`src/rtl/fsm29_check_pkg.sv`:
```
// Shared types and defaults for the fsm29 response checker.
package fsm29_check_pkg;

    localparam int unsigned DEPTH_DEFAULT = 256;
    localparam int unsigned CNT_W_DEFAULT = 16;

    typedef enum logic [1:0] {IDLE, RUN, DONE} chk_state_t;

    typedef struct packed {
        logic last;
        logic exp_y;
    } chk_entry_t;

endpackage

```
`src/rtl/fsm29_vec_mem.sv`:
```
// Expected-response table: synchronous write, combinational read, no reset.
module fsm29_vec_mem
    import fsm29_check_pkg::*;
#(
    parameter int unsigned DEPTH = DEPTH_DEFAULT,
    parameter int unsigned AW    = $clog2(DEPTH)
) (
    input  logic          clk,
    input  logic          wr_en_i,
    input  logic [AW-1:0] wr_addr_i,
    input  chk_entry_t    wr_data_i,
    input  logic [AW-1:0] rd_addr_i,
    output chk_entry_t    rd_data_o
);

    chk_entry_t mem_q [DEPTH];

    // Table write; contents survive reset so a board run can be repeated.
    always_ff @(posedge clk) begin
        if (wr_en_i) begin
            mem_q[wr_addr_i] <= wr_data_i;
        end
    end

    assign rd_data_o = mem_q[rd_addr_i];

endmodule

```
`config.mk`:
```
export PLATFORM = sky130hd
export DESIGN_NAME = fsm29_vec_mem
export DESIGN_NICKNAME = d
export VERILOG_FILES = /design/src/rtl/fsm29_check_pkg.sv /design/src/rtl/fsm29_vec_mem.sv
export SDC_FILE = /design/constraint.sdc
export NUM_CORES = 1
export LEC_CHECK = 0
export ABC_AREA = 1
export CAP_MARGIN = 20
export CORE_MARGIN = 2
export CORE_UTILIZATION = 55
export CTS_CLUSTER_SIZE = 20
export DETAILED_ROUTE_END_ITERATION = 10
export GPL_ROUTABILITY_DRIVEN = 0
export PLACE_DENSITY = 0.71
export SYNTH_ARGS = -nofsm -noshare
export SYNTH_HDL_FRONTEND = slang
export SYNTH_SLANG_ARGS = --single-unit
export TNS_END_PERCENT = 50
```
`constraint.sdc`:
```
create_clock -name clk -period 2 [get_ports clk]
set_input_delay 0.3 -clock clk [delete_from_list [all_inputs] [get_ports clk]]
set_output_delay 0.3 -clock clk [all_outputs]
set_load 0.02 [all_outputs]
```
# Word level (Yosys, flattened, before mapping)
# Memories as Yosys holds them, arrays and structs flattened.
# Cells that the tools add are included.
dict set report totals {
  output_inout_bits 2
  memories 1
  wordCells 3
  regBits 0
  mem_bits_rw 512
}
dict set report op_classes {
  mux 2
}
# memory words word_bits rd rd_clocked_by_memory_dff wr line
set memory_table {}
lappend memory_table {mem_q 256 2 1 0 1 fsm29_vec_mem.sv:16} ;# chk_entry_t mem_q [DEPTH];
# op count
set ops {}
lappend ops {{$mux 1} 2}

# Depth between registers and ports, before layout
dict set report logic_depth {
  ltp_word 2
  ltp_mapped 14
  mapped_depth_nobuf 11
}

# Worst setup path before layout
# Ideal clock, no wire load.
dict set report synth_timing {
  path_kind {input to output}
  start {input port rd_addr_i[0]}
  end {output port rd_data_o[0] (netlist bit)}
  path_slack_ps 244
  arrival_time_ps 1456
  n_path_buf 3
  required_ps 1700
  path_stages 14
  path_cell_list {buf_6 inv_4 buf_8 buf_6 nand2_1 nand3_1 nand3_1 nand3_1 nand3_1 nand2_1 nand2_1 nand3_1 nand3_1 nand2_1}
}
# item line
set synth_rtl {}
lappend synth_rtl {{from (decl)} fsm29_vec_mem.sv:12} ;# input logic [AW-1:0] rd_addr_i,
lappend synth_rtl {{to (decl)} fsm29_vec_mem.sv:13} ;# output chk_entry_t rd_data_o

==> flow_results.org <==
** Run status
- Outcome :: complete, but fails checks
- Violated checks :: negative setup slack

** Cells and area
- Signed area change from the synthesized netlist to the final layout :: 18.1%
- Most common cell after layout, fill and taps aside :: nand2_1
- In the final layout, the share of cells above drive strength 1 is 0.162.
- Largest registers :: mem_q: 512 flops
- The repair_antennas step left the layout with diodes totalling 0.
- Number of flip-flops in the largest register :: 512
- Largest reg by FF count :: mem_q
- Leaving out fill and tap cells, the most frequent cells in the layout are 572 x nand2_1, 512 x edfxtp_1, 359 x nand3_1.
- Layout Nets :: 2,129
- Final std cell area, no fill :: 26,100 um^2

** Synthesis
- After synthesis the cells add up to 22,100 um^2.
- For this run, the register share of the synthesized area comes to 0.696.
- Dividing the synthesized area by the synthesized cell count gives roughly 11 um^2.
- Post-synthesis net count :: just over 2,000
- Count of cell types in the netlist :: 14
- Post-synthesis instance total :: just over 2,000
- Number of warnings printed during yosys synthesis :: 0
- In this run, synthesis produced a sequential element count of between 500 and 600.

** Clock network
- Clock-pin slew was measured on the worst setup and hold paths at roughly 60 ps.
- Cts bufs inserted :: 51
- In this run the deepest clock path goes through 3 buffers.
- Hold bufs inserted after CTS :: 0
- Deepest level of the CTS H-tree :: 2
- The clock net in this run drives a total of 512 sinks.
- Buffers added to address setup during post-CTS repair amount to 0.
- Root cell of the clock tree :: clkbuf_16
- Clock tree from TritonCTS :: built

** Critical path
- Critical path launch point type :: flip-flop
- Most common cell type on the critical path :: nand3_2
- Data required time of the worst path :: 1700 ps
- On the critical path, the stage with the largest delay is an instance of edfxtp_1.
- For this run, the slowest stage of the critical path takes ~370 ps.
- Sort of element at the end of the critical path :: output port
- In this run the worst path has a maximum fanout of 1.
- Data on the critical path arrives at its endpoint at between 2000 and 2500 ps.
- Worst path top cell family by delay :: simple AND/OR/NAND/NOR gates
- Critical path buffers and inverters :: 1
- Worst Setup Path Type :: flip-flop to output port
- The signal on the critical path passes through nand2_2 -> nand3_1 -> nand3_1 -> nand3_2 -> nand3_2 -> nand2_1 -> nand2_1 -> nand3_2 -> nand3_2 -> nand2_4 -> buf_6.
- Crit path from :: mem_q[105][0]

** Floorplanning
- In this run the horizontal extent of the chip is a little over 200 um.
- Total core area :: 39,600 um^2
- The initial utilization of the core area, before any placement, comes to 0.557.
- The floorplan step defined a die boundary enclosing around 42,000 um^2.
- 22 I/O pins were placed.
- Die outline height :: 204 um
- Site row count :: 73

** Global route
- The number of global-route vias before repair was 15,500.
- Global-route total usage across every layer :: 0.273
- Maximum number of pins on one net before global-route repair :: 91
- The first global-routing pass estimated 86.0 mm of wire.
- Antenna violations before repair :: 0
- After global routing the overflow that remains totals 0.

** Pwr
- VDD IR-drop max :: about 0.66 mV
- Power per unit of standard cell area :: between 800 and 900 nW/um^2
- Summed over all cells, the static leakage comes to between 9 and 10 nW.
- The design draws 0.0225 W.

** Route
- In the routed design, unresolved DRC markers number 0.
- The first detailed-routing pass took 7 iterations.
- The first routing iteration left ~1,800 violations.
- Final wirelength :: 56.1 mm
- Drt via density :: 5.85
- The detail route stage leaves a number of antenna-violating nets equal to 0.
- In the final routed layout, each cell accounts on average for ~21 um.
- Across all layers, the routed design uses roughly 16,000 vias.

** STA
- The final hold violation count was 0.
- Fin Setup TNS :: -614 ps
- For the finished layout, the period the worst path requires is roughly 2300 ps.
- Relative slew slack :: 0.647
- Final Worst Setup Slack :: -321 ps
- Maximum clock frequency :: ~430 MHz
- At the pin with the least slew margin, the transition time is about 530 ps.
- Setup violations remaining at the end of the flow were counted as 2.
- Number of max-slew violations in the final report :: 0
- Dividing the final minimum period by the clock period gives 1.16.
- Setup repair after global routing could not meet its margin everywhere.

** Place
- Post-DP HPWL :: roughly 34 mm
- Port Buf Inserts :: 21
- Cell area after placement :: 23,800 um^2

** Hold path
- The tightest min-delay check is of the input port to flip-flop type.
- Worst Hold Launch :: wr_data_i[1]

** Run
- Total of max-cap violations :: 0
-- worst paths after layout --
| path | cells past startpoint | end | slack, ps |
|---|---|---|---|
| worst min-delay path | 1 | mem_q[103][1] | 140 |
| worst max-delay path | 11 | rd_data_o[0] | -320 |
-- logic make-up after synthesis --
family,after synthesis,synth area share
buf+inv,182,0.0449
simple gates,1359,0.259
flops,512,0.696
-- metal layers --
layer | routed length (um) | part of all wire | global-route usage | vias to the layer above
met5 | 0 | 0 | 0 | -
met1 | 21600 | 0.39 | 0.361 | 7642
li1 | - | - | - | 7211
met2 | 27600 | 0.49 | 0.455 | 693
met3 | 5210 | 0.093 | 0.0556 | 111
met4 | 1600 | 0.028 | 0.0921 | 0
-- cell type report --
| type | count | area (um^2) |
|---|---|---|
| tap | 525 | 657 |
| multi-input combinational | 1359 | 6460 |
| clock buffer | 70 | 1370 |
| fill | 2942 | 13500 |
| sequential | 512 | 15400 |
| clock inverter | 25 | 163 |
| timing repair buffer | 146 | 1910 |
| inverter | 39 | 154 |
-- per-stage QoR --
stage | cells | utilization | worst slack [ps] | hold WS (ps)
6_report | 2676 | 0.658 | -321 | 140
5_1_grt | 2676 | 0.658 | -422 | 147
2_1_floorplan | 2053 | - | 244 | 399
3_5_place_dp | 2581 | 0.601 | -811 | 759
3_3_place_gp | 2581 | 0.601 | -821 | 762
4_1_cts | 2676 | 0.648 | -284 | 130
-- where the power goes --
part	leakage, nW	internal (W)	switching, W
clock	0.745	0.00492	0.00396
combinational	3.89	0.000594	0.00118
sequential	4.60	0.0118	0.00000528
-- Yosys cell counts, drive strengths merged --
cell type,instances,area (um^2)
nand2,581,2180
edfxtp,512,15400
nand3,495,2480
nor2,283,1060
buf,97,669
clkbuf,46,173
inv,39,149
-- repair_timing --
item	4_1_cts	5_1_grt
resized for setup	87	78
gates cloned	0	0
setup endpoints to repair	2	2
pin swaps	45	84
No activity file was read; power rests on OpenSTA's default activity.
